<file path="src/rtl/uart_pkg.sv">
// rtl/uart_pkg.sv - shared UART constants, receiver state codes and baud divider helper
package uart_pkg;

  localparam int DATA_BITS = 8;

  localparam logic [2:0] ST_IDLE  = 3'd0;
  localparam logic [2:0] ST_START = 3'd1;
  localparam logic [2:0] ST_DATA  = 3'd2;
  localparam logic [2:0] ST_STOP  = 3'd3;
  localparam logic [2:0] ST_BREAK = 3'd4;

  // Clocks per oversample tick; truncating division, so the line rate runs slightly fast.
  function automatic int calc_tick_div(input int clk_freq, input int baud_rate,
                                       input int oversample);
    return clk_freq / (baud_rate * oversample);
  endfunction

endpackage

</file>
<file path="src/rtl/uart_baud_tick.sv">
// rtl/uart_baud_tick.sv - oversample tick generator, phase restarted by clr
module uart_baud_tick #(
  parameter int DIV = 325
) (
  input  logic clk,
  input  logic rst,
  input  logic clr,
  output logic tick
);

  localparam int CW = (DIV > 1) ? $clog2(DIV) : 1;
  localparam logic [CW-1:0] LAST = CW'(DIV - 1);

  logic [CW-1:0] r_cnt;

  always_ff @(posedge clk or posedge rst) begin
    if (rst) begin
      r_cnt <= '0;
    end else if (clr || (r_cnt == LAST)) begin
      r_cnt <= '0;
    end else begin
      r_cnt <= r_cnt + CW'(1);
    end
  end

  assign tick = !clr && (r_cnt == LAST);

endmodule

</file>
<file path="src/rtl/uart_rx.sv">
// rtl/uart_rx.sv - 8N1 UART receiver with mid-bit sampling and framing error flag
module uart_rx
  import uart_pkg::*;
#(
  parameter int CLK_FREQ   = 50000000,
  parameter int BAUD_RATE  = 9600,
  parameter int OVERSAMPLE = 16
) (
  input  logic                 clk,
  input  logic                 rst,
  input  logic                 rx,
  output logic [DATA_BITS-1:0] rx_data,
  output logic                 rx_valid,
  output logic                 frame_err,
  output logic                 rx_busy
);

  localparam int TICK_DIV = calc_tick_div(CLK_FREQ, BAUD_RATE, OVERSAMPLE);
  localparam int SW = $clog2(OVERSAMPLE);
  localparam logic [SW-1:0] HALF_LAST = SW'(OVERSAMPLE / 2 - 1);
  localparam logic [SW-1:0] FULL_LAST = SW'(OVERSAMPLE - 1);
  localparam logic [2:0]    BIT_LAST  = 3'(DATA_BITS - 1);

  if (TICK_DIV < 1) begin : g_bad_div
    $error("uart_rx: CLK_FREQ too low for BAUD_RATE*OVERSAMPLE (TICK_DIV < 1)");
  end
  if ((OVERSAMPLE < 8) || ((OVERSAMPLE & (OVERSAMPLE - 1)) != 0)) begin : g_bad_os
    $error("uart_rx: OVERSAMPLE must be a power of two >= 8");
  end

  logic                 r_sync1;
  logic                 r_sync2;
  logic [2:0]           r_state;
  logic [SW-1:0]        r_sample_cnt;
  logic [2:0]           r_bit_idx;
  logic [DATA_BITS-1:0] r_shift;
  logic [DATA_BITS-1:0] r_rx_data;
  logic                 r_rx_valid;
  logic                 r_frame_err;
  logic                 w_rx_s;
  logic                 w_tick;
  logic                 w_clr;

  always_ff @(posedge clk or posedge rst) begin
    if (rst) begin
      r_sync1 <= 1'b1;
      r_sync2 <= 1'b1;
    end else begin
      r_sync1 <= rx;
      r_sync2 <= r_sync1;
    end
  end

  assign w_rx_s = r_sync2;
  // Tick phase restarts at the detected start edge so samples land mid-bit.
  assign w_clr  = (r_state == ST_IDLE);

  uart_baud_tick #(
    .DIV (TICK_DIV)
  ) u_baud_tick (
    .clk  (clk),
    .rst  (rst),
    .clr  (w_clr),
    .tick (w_tick)
  );

  always_ff @(posedge clk or posedge rst) begin
    if (rst) begin
      r_state      <= ST_IDLE;
      r_sample_cnt <= '0;
      r_bit_idx    <= '0;
      r_shift      <= '0;
      r_rx_data    <= '0;
      r_rx_valid   <= 1'b0;
      r_frame_err  <= 1'b0;
    end else begin
      r_rx_valid  <= 1'b0;
      r_frame_err <= 1'b0;
      case (r_state)
        ST_IDLE: begin
          r_sample_cnt <= '0;
          r_bit_idx    <= '0;
          if (!w_rx_s) r_state <= ST_START;
        end
        ST_START: if (w_tick) begin
          if (r_sample_cnt == HALF_LAST) begin
            r_sample_cnt <= '0;
            r_state      <= w_rx_s ? ST_IDLE : ST_DATA;
          end else begin
            r_sample_cnt <= r_sample_cnt + SW'(1);
          end
        end
        ST_DATA: if (w_tick) begin
          if (r_sample_cnt == FULL_LAST) begin
            r_sample_cnt <= '0;
            r_shift      <= {w_rx_s, r_shift[DATA_BITS-1:1]};
            r_bit_idx    <= r_bit_idx + 3'd1;
            if (r_bit_idx == BIT_LAST) r_state <= ST_STOP;
          end else begin
            r_sample_cnt <= r_sample_cnt + SW'(1);
          end
        end
        ST_STOP: if (w_tick) begin
          if (r_sample_cnt == FULL_LAST) begin
            r_sample_cnt <= '0;
            if (w_rx_s) begin
              r_rx_data  <= r_shift;
              r_rx_valid <= 1'b1;
              r_state    <= ST_IDLE;
            end else begin
              r_frame_err <= 1'b1;
              r_state     <= ST_BREAK;
            end
          end else begin
            r_sample_cnt <= r_sample_cnt + SW'(1);
          end
        end
        // Hold off until the line recovers so a long low level is not seen as a new start.
        ST_BREAK: if (w_rx_s) r_state <= ST_IDLE;
        default:  r_state <= ST_IDLE;
      endcase
    end
  end

  assign rx_data   = r_rx_data;
  assign rx_valid  = r_rx_valid;
  assign frame_err = r_frame_err;
  assign rx_busy   = (r_state != ST_IDLE);

endmodule

</file>
<file path="config.mk">
export PLATFORM = sky130hd
export DESIGN_NAME = uart_rx
export DESIGN_NICKNAME = d
export VERILOG_FILES = /design/src/rtl/uart_pkg.sv /design/src/rtl/uart_baud_tick.sv /design/src/rtl/uart_rx.sv
export SDC_FILE = /design/constraint.sdc
export NUM_CORES = 1
export LEC_CHECK = 0
export CORE_ASPECT_RATIO = 1.2
export CORE_MARGIN = 10
export CORE_UTILIZATION = 54
export CTS_BUF_LIST = sky130_fd_sc_hd__clkbuf_4 sky130_fd_sc_hd__clkbuf_8 sky130_fd_sc_hd__clkbuf_16
export CTS_CLUSTER_DIAMETER = 100
export CTS_CLUSTER_SIZE = 12
export DETAILED_ROUTE_END_ITERATION = 8
export DONT_BUFFER_PORTS = 1
export PLACE_DENSITY = 0.69
export REMOVE_ABC_BUFFERS = 1
export SYNTH_ARGS = -nofsm -noshare
export SYNTH_HDL_FRONTEND = slang
export SYNTH_SLANG_ARGS = --single-unit
</file>
<file path="constraint.sdc">
create_clock -name clk -period 5.4 [get_ports clk]
set_input_delay 1.62 -clock clk [delete_from_list [all_inputs] [get_ports clk]]
set_output_delay 1.62 -clock clk [all_outputs]
set_load 0.01 [all_outputs]
</file>
==> results of run 1 <==
## area by class of cell
cell class,count,share of cell area [%]
timing repair buffer,1,0.3795
clock buffer,5,3.479
multi-input combinational,108,42.25
inverter,7,1.328
tap,37,2.340
clock inverter,3,0.7590
sequential,39,49.46
## synthesized netlist by cell type, drive strengths merged (4+ instances only)
cell type  instances
nand2              9
ha                 5
dfrtp             37
mux2              16
o21ai              7
xnor2              5
nor2              16
buf                6
inv                7
nor3               6
nand3              8
xor2               4
## flip-flops by register name (all words and copies together) (netlist names)
register,cells
frame_err,1
r_bit_idx,3
r_sample_cnt,4
r_shift,8
r_state,3
r_sync1,1
r_sync2,1
rx_data,8
rx_valid,1
u_baud_tick.r_cnt,9
## report_power, final
group | internal [uW] | total [uW] | switching (uW)
Combinational | 0.832 | 6.51 | 5.67
Sequential | 293 | 294 | 1.08
Clock | 88.3 | 187 | 98.9
Total | 382 | 488 | 106
## layer usage
metal | vias to the layer above | GRT usage, % | share of wire, %
li1 | 566 | - | -
met1 | 575 | 12.96 | 43
met2 | 15 | 18.79 | 50
met3 | 5 | 4.429 | 5.1
met4 | 0 | 5.093 | 1.9
met5 | - | 0 | 0
## cells by family (layout without fill, tap and decap cells)
logic type	Yosys count	in the layout	synth area share, %
muxes	16	16	11.45
AOI/OAI and AO/OA	21	21	7.834
xor gates and xnor gates	9	9	4.147
and+or+nand+nor	57	57	17.25
adders and majority gates	5	5	3.292
buffers and inverters	14	16	4.542
DFF	39	39	51.48
## per-stage QoR
| stage | total power, uW | util (%) | cell area (um^2) | instances |
|---|---|---|---|---|
| floorplan | 304.6 | - | 1841 | 154 |
| global placement | 306.6 | 56.26 | 1894 | 192 |
| detailed placement | 307.0 | 56.26 | 1894 | 192 |
| CTS | 494.5 | 58.75 | 1978 | 200 |
| global route | 507.3 | 58.75 | 1978 | 200 |
| finish | 488.1 | 58.75 | 1978 | 200 |
## final timing paths
check	from	cells after the start	endpoint	slack [ps]
max in group asynchronous	rst	2	r_sync1	3290
max reg2reg	r_sample_cnt[0]	5	r_shift[7]	3520
min reg2reg	r_sync1	0	r_sync2	360
min in group asynchronous	rst	1	u_baud_tick.r_cnt[3]	1320
max	r_state[0]	2	rx_busy	2430
min	r_sync1	0	r_sync2	360
==> PnR_summary.wiki, run 1 <==
{| class="wikitable"
! Metric !! Value
|-
| Status || finished, final reports clean
|-
| Post-cts gate resize count || 0
|-
| Library cell with the largest summed area after synthesis || sky130_fd_sc_hd__dfrtp_1
|-
| Crit-path max FO || 12
|-
| Gr usage total || 11.56%
|-
| Area inside the core boundary || 0.003367 mm^2
|-
| Worst Clk Skew || 9.787 ps
|-
| Die Outline Area || 0.006302 mm^2
|-
| Area of combinational cells with multiple inputs || 835.8 um^2
|-
| Number of instances in the synthesized netlist || 161
|-
| Most frequent cells in the layout || 37 x sky130_fd_sc_hd__dfrtp_1, 16 x sky130_fd_sc_hd__nor2_1, 10 x sky130_fd_sc_hd__mux2_4
|-
| Register bit count reported by yosys || 39
|-
| Number of levels in the clock H-tree || 2
|-
| Cell area after technology mapping || 0.001901 mm^2
|-
| Cell at the root of the clock tree || sky130_fd_sc_hd__clkbuf_8
|-
| Post-detailed-route via-to-cell ratio || 5.805
|-
| Dpl ws || 2741 ps
|-
| Clk slew on worst S/H paths || 70 ps
|-
| Post-route setup slack || 2434 ps
|-
| # diodes || 0
|-
| Aggregate routed wire length || 3243 um
|-
| Number of iterations in the first detailed-routing pass || 4
|-
| Storage cell area || 978.4 um^2
|-
| Initial core utilization || 56.45%
|-
| Cell breakdown of the critical path || nor3_1 > inv_1
|-
| CTS tree || yes
|-
| Top cells by area, synth || sky130_fd_sc_hd__dfrtp_1 49%, sky130_fd_sc_hd__mux2_4 7.9%, sky130_fd_sc_hd__mux2_2 3.6%
|-
| Number of clock sinks seen by CTS || 39
|-
| Post-synthesis average cell area || 11.80 um^2
|-
| Proportion of register bits with asynchronous set or reset after synthesis || 100.0%
|-
| Number of design-rule violations left by the first detailed-router iteration || 83
|-
| Post-synth EDFFs || 0
|-
| Leak Pwr || 0.0009491 uW
|-
| Layout area overhead || 4.082%
|-
| Fraction of layout cells with a size suffix above 1 || 22.09%
|-
| Crit end category || output pin
|-
| Worst-Margin Slew || 696.5 ps
|-
| Routed length per placed instance || 16.22 um
|-
| Total number of yosys warnings || 0
|-
| Die Y || 84.99 um
|-
| Headroom to the max-slew limit || 53.52%
|-
| Final min period || 2966 ps
|-
| Post-detailed-route count of antenna-violating nets || 0
|-
| Max Transition Viols Final || 0
|-
| Bufs and invs on worst path || 1
|-
| Family with the most delay on the worst path || flip-flops
|-
| Largest stage delay, worst path || 520 ps
|-
| Slowest-stage cell, CP || sky130_fd_sc_hd__dfrtp_1
|-
| Number of global-route vias before repair || 1201
|-
| Die width || 74.16 um
|-
| Post-synth top flop || sky130_fd_sc_hd__dfrtp_1
|-
| Worst EP arrival || 1350 ps
|-
| Max Fclk || 337.2 MHz
|-
| Final number of hold-violating endpoints || 0
|-
| Top cell type's share of synthesized area || 48.72%
|-
| Hold_buf cts || 0
|-
| Worst path required time || 3780 ps
|-
| Fillers || 294
|-
| Clock buffer depth || 2
|-
| DRC violations left || 0
|-
| Hold WS || 356.3 ps
|-
| Inserted Clock Buffers || 5
|-
| Global-route wire length before repair || 5789 um
|-
| Kind of critical path || reg2out
|-
| Number of nets in the layout || 170
|-
| Max cap viols || 0
|-
| Power density over the cells || 246.7 mW/mm^2
|-
| Setup repair bufs after CTS || 0
|-
| Sequential fraction of the synthesis area || 51.48%
|-
| Classification of the worst-slack hold path || reg2reg
|-
| Placement Rows || 23
|-
| Total number of vias || 1161
|-
| Final number of setup-violating endpoints || 0
|-
| Number of primary I/O pins || 14
|-
| Placer Congestion || 0.8210
|-
| Number of distinct library cells after synthesis || 46
|-
| Maximum ir drop on the vdd rail || 239.6 uV
|-
| Type of element launching the critical path || flip-flop
|-
| Pin count of the biggest net entering global routing || 22
|-
| Detailed-placement wirelength estimate || 2374 um
|-
| Setup TNS || 0 ps
|-
| Total global routing overflow || 0
|-
| Setup repair after global routing missed its margin || no
|-
| Initial antenna violation count || 0
|-
| Number of port buffers || 0
|-
| Later-pin clock latency in the skew report || 290 ps
|-
| Commonest non-fill, non-tap cell in the layout || sky130_fd_sc_hd__dfrtp_1
|-
| Post-route fraction of the period consumed by the critical path || 54.92%
|}
Note: power is estimated with default switching activity, not from simulation.
==> run 2, diff against run 1 <==
==> constraint.sdc (replaced) <==
create_clock -name clk -period 3.1 [get_ports clk]
set_input_delay 0.93 -clock clk [delete_from_list [all_inputs] [get_ports clk]]
set_output_delay 0.93 -clock clk [all_outputs]
set_load 0.01 [all_outputs]
==> run 2 against run 1 <==
Compared with the run above: final area up 1.5%; total power up 93%; largest cell class unchanged; count of clock-buffer cells in the layout unchanged; worst hold slack about the same; first-iteration DRC count up 25%; combinational power up 74%; largest power group unchanged; clock power up 120%; via count up 1.4%; highest routed layer unchanged.
==> PnR_summary.wiki, run 2 (same netlist as run 1, synthesis figures left out) <==
{| class="wikitable"
! Metric !! Value
|-
| Max cap viols || 0 (unchanged)
|-
| CTS tree || yes
|-
| Worst Clk Skew || 7.896 ps (-1.891 ps)
|-
| Setup TNS || 0 ps (unchanged)
|-
| Cell at the root of the clock tree || sky130_fd_sc_hd__clkbuf_8
|-
| Max Transition Viols Final || 0 (unchanged)
|-
| Clk slew on worst S/H paths || 70 ps (about the same)
|-
| Number of iterations in the first detailed-routing pass || 6 (+2)
|-
| Final min period || 2246 ps
|-
| Total global routing overflow || 0 (unchanged)
|-
| Setup repair after global routing missed its margin || no
|-
| Area inside the core boundary || 0.003367 mm^2 (unchanged)
|-
| Leak Pwr || 0.0009595 uW (+1.1%)
|-
| Number of flip-flops under the largest register name || 9 (unchanged)
|-
| Final number of setup-violating endpoints || 0 (unchanged)
|-
| Die Y || 84.99 um (unchanged)
|-
| Routed length per placed instance || 16.23 um (about the same)
|-
| Post-detailed-route via-to-cell ratio || 5.885 (+1.4%)
|-
| Placement Rows || 23 (unchanged)
|-
| Fraction of layout cells with a size suffix above 1 || 22.09% (unchanged)
|-
| Register name with the most flops || u_baud_tick.r_cnt
|-
| Headroom to the max-slew limit || 62.44% (+8.9 points)
|-
| Aggregate routed wire length || 3246 um (about the same)
|-
| GR Util met3 || 4.312% (-0.12 points)
|-
| Global-route wire length before repair || 5533 um (-4.4%)
|-
| Hold WS || 356.0 ps (-0.2990 ps)
|-
| Family with the most delay on the worst path || flip-flops
|-
| Post-route fraction of the period consumed by the critical path || 72.45%
|-
| Placer Congestion || 0.8447 (+2.9%)
|-
| Maximum ir drop on the vdd rail || 467.4 uV (+95%)
|-
| Inserted Clock Buffers || 5 (unchanged)
|-
| Layout area overhead || 5.596%
|-
| Critical path origin || r_state[0]
|-
| Global-route track usage on met2 || 17.16% (-1.6 points)
|-
| Number of nets in the layout || 170 (unchanged)
|-
| Most frequent cells in the layout || 37 x sky130_fd_sc_hd__dfrtp_1, 16 x sky130_fd_sc_hd__nor2_1, 10 x sky130_fd_sc_hd__mux2_4
|-
| Worst EP arrival || 1320 ps (-30 ps)
|-
| Pin count of the biggest net entering global routing || 26 (+18%)
|-
| Final number of hold-violating endpoints || 0 (unchanged)
|-
| Slowest-stage cell, CP || sky130_fd_sc_hd__dfrtp_1
|-
| Total number of vias || 1177 (+1.4%)
|-
| Number of port buffers || 0 (unchanged)
|-
| DRC violations left || 0 (unchanged)
|-
| Power density over the cells || 469.0 mW/mm^2 (+90%)
|-
| Worst path required time || 2170 ps (-1610 ps)
|-
| Number of design-rule violations left by the first detailed-router iteration || 104 (+25%)
|-
| Hold_buf cts || 0 (unchanged)
|-
| Number of primary I/O pins || 14 (unchanged)
|-
| Gr usage total || 10.98% (-0.59 points)
|-
| Number of clock sinks seen by CTS || 39 (unchanged)
|-
| Die Outline Area || 0.006302 mm^2 (unchanged)
|-
| Max Fclk || 445.3 MHz
|-
| Met1 layer usage reported by global route || 13.17% (+0.21 points)
|-
| Detailed-placement wirelength estimate || 2292 um (-3.4%)
|-
| Total power || 941.3 uW (+93%)
|-
| Classification of the worst-slack hold path || reg2reg
|-
| Post-detailed-route count of antenna-violating nets || 0 (unchanged)
|-
| Number of levels in the clock H-tree || 2 (unchanged)
|-
| Later-pin clock latency in the skew report || 290 ps (about the same)
|-
| Bufs and invs on worst path || 1 (unchanged)
|-
| Kind of critical path || reg2out
|-
| Crit-path max FO || 12 (unchanged)
|-
| Die width || 74.16 um (unchanged)
|-
| Clock buffer depth || 2 (unchanged)
|-
| Number of global-route vias before repair || 1187 (-1.2%)
|-
| Initial antenna violation count || 0 (unchanged)
|-
| Commonest non-fill, non-tap cell in the layout || sky130_fd_sc_hd__dfrtp_1
|-
| Global-route layer with the greatest usage || met2
|-
| Cell breakdown of the critical path || nor3_1 > inv_1
|-
| Type of element launching the critical path || flip-flop
|-
| Worst-Margin Slew || 562.8 ps (-133.6 ps)
|-
| # diodes || 0 (unchanged)
|-
| Crit end category || output pin
|-
| Initial core utilization || 56.45% (unchanged)
|-
| Post-cts gate resize count || 0 (unchanged)
|-
| Start of the worst register-to-register path || r_sample_cnt[0]
|-
| Largest stage delay, worst path || 520 ps (about the same)
|-
| Worst min-delay path startpoint || r_sync1
|-
| Status || finished, final reports clean
|-
| Setup repair bufs after CTS || 0 (unchanged)
|}
==> run 2: cell count changes in the layout (fill, tap and decap cells not counted), sizes merged <==
cell,delta
clkinv,-1
bufinv,+1
==> run 2: per-layer routing <==
layer / wire (um) / vias to the layer above
li1: - / 564
met4: 46 / 0
met1: 1444 / 586
met2: 1607 / 23
met5: 0 / -
met3: 148 / 4
==> run 2: worst reg2reg max path, stage by stage, from the launching register on <==
cell and delay, ps:
sky130_fd_sc_hd__dfrtp_1 400, sky130_fd_sc_hd__ha_1 230, sky130_fd_sc_hd__and3_1 290, sky130_fd_sc_hd__a2bb2oi_1 480, sky130_fd_sc_hd__nor2_1 110, sky130_fd_sc_hd__a211o_1 280
==> run 2: through the flow <==
stage	setup slack (ps)	utilization, %	cells	cell area, um^2
3_3_place_gp	1174	56.26	192	1894
5_1_grt	730.2	59.61	200	2007
2_1_floorplan	1271	-	154	1841
4_1_cts	832.2	59.61	200	2007
3_5_place_dp	1160	56.26	192	1894
6_report	854.2	59.61	200	2007
==> run 2: final cells by class <==
cell class                 instances  area, um^2
multi-input combinational        108       835.8
sequential                        39       978.4
tap                               37       46.29
clock inverter                     3       43.79
timing repair buffer               1       7.507
fill                             266        1360
inverter                           7       26.28
clock buffer                       5       68.82
==> run 2: worst paths after layout <==
| kind | slack (ps) | end | cells after the start |
|---|---|---|---|
| max in group asynchronous | 1750 | r_sync1 | 2 |
| max reg2reg | 1200 | r_sample_cnt[3] | 5 |
| min in group asynchronous | 570 | u_baud_tick.r_cnt[7] | 1 |
| max | 850 | rx_busy | 2 |
| min | 360 | r_sync2 | 0 |
| min reg2reg | 360 | r_sync2 | 0 |
==> run 2: where the power goes <==
| group | internal [uW] | switching (uW) |
|---|---|---|
| logic | 1.45 | 9.84 |
| clock network | 240 | 178 |
| registers | 511 | 1.75 |
| total | 752 | 190 |
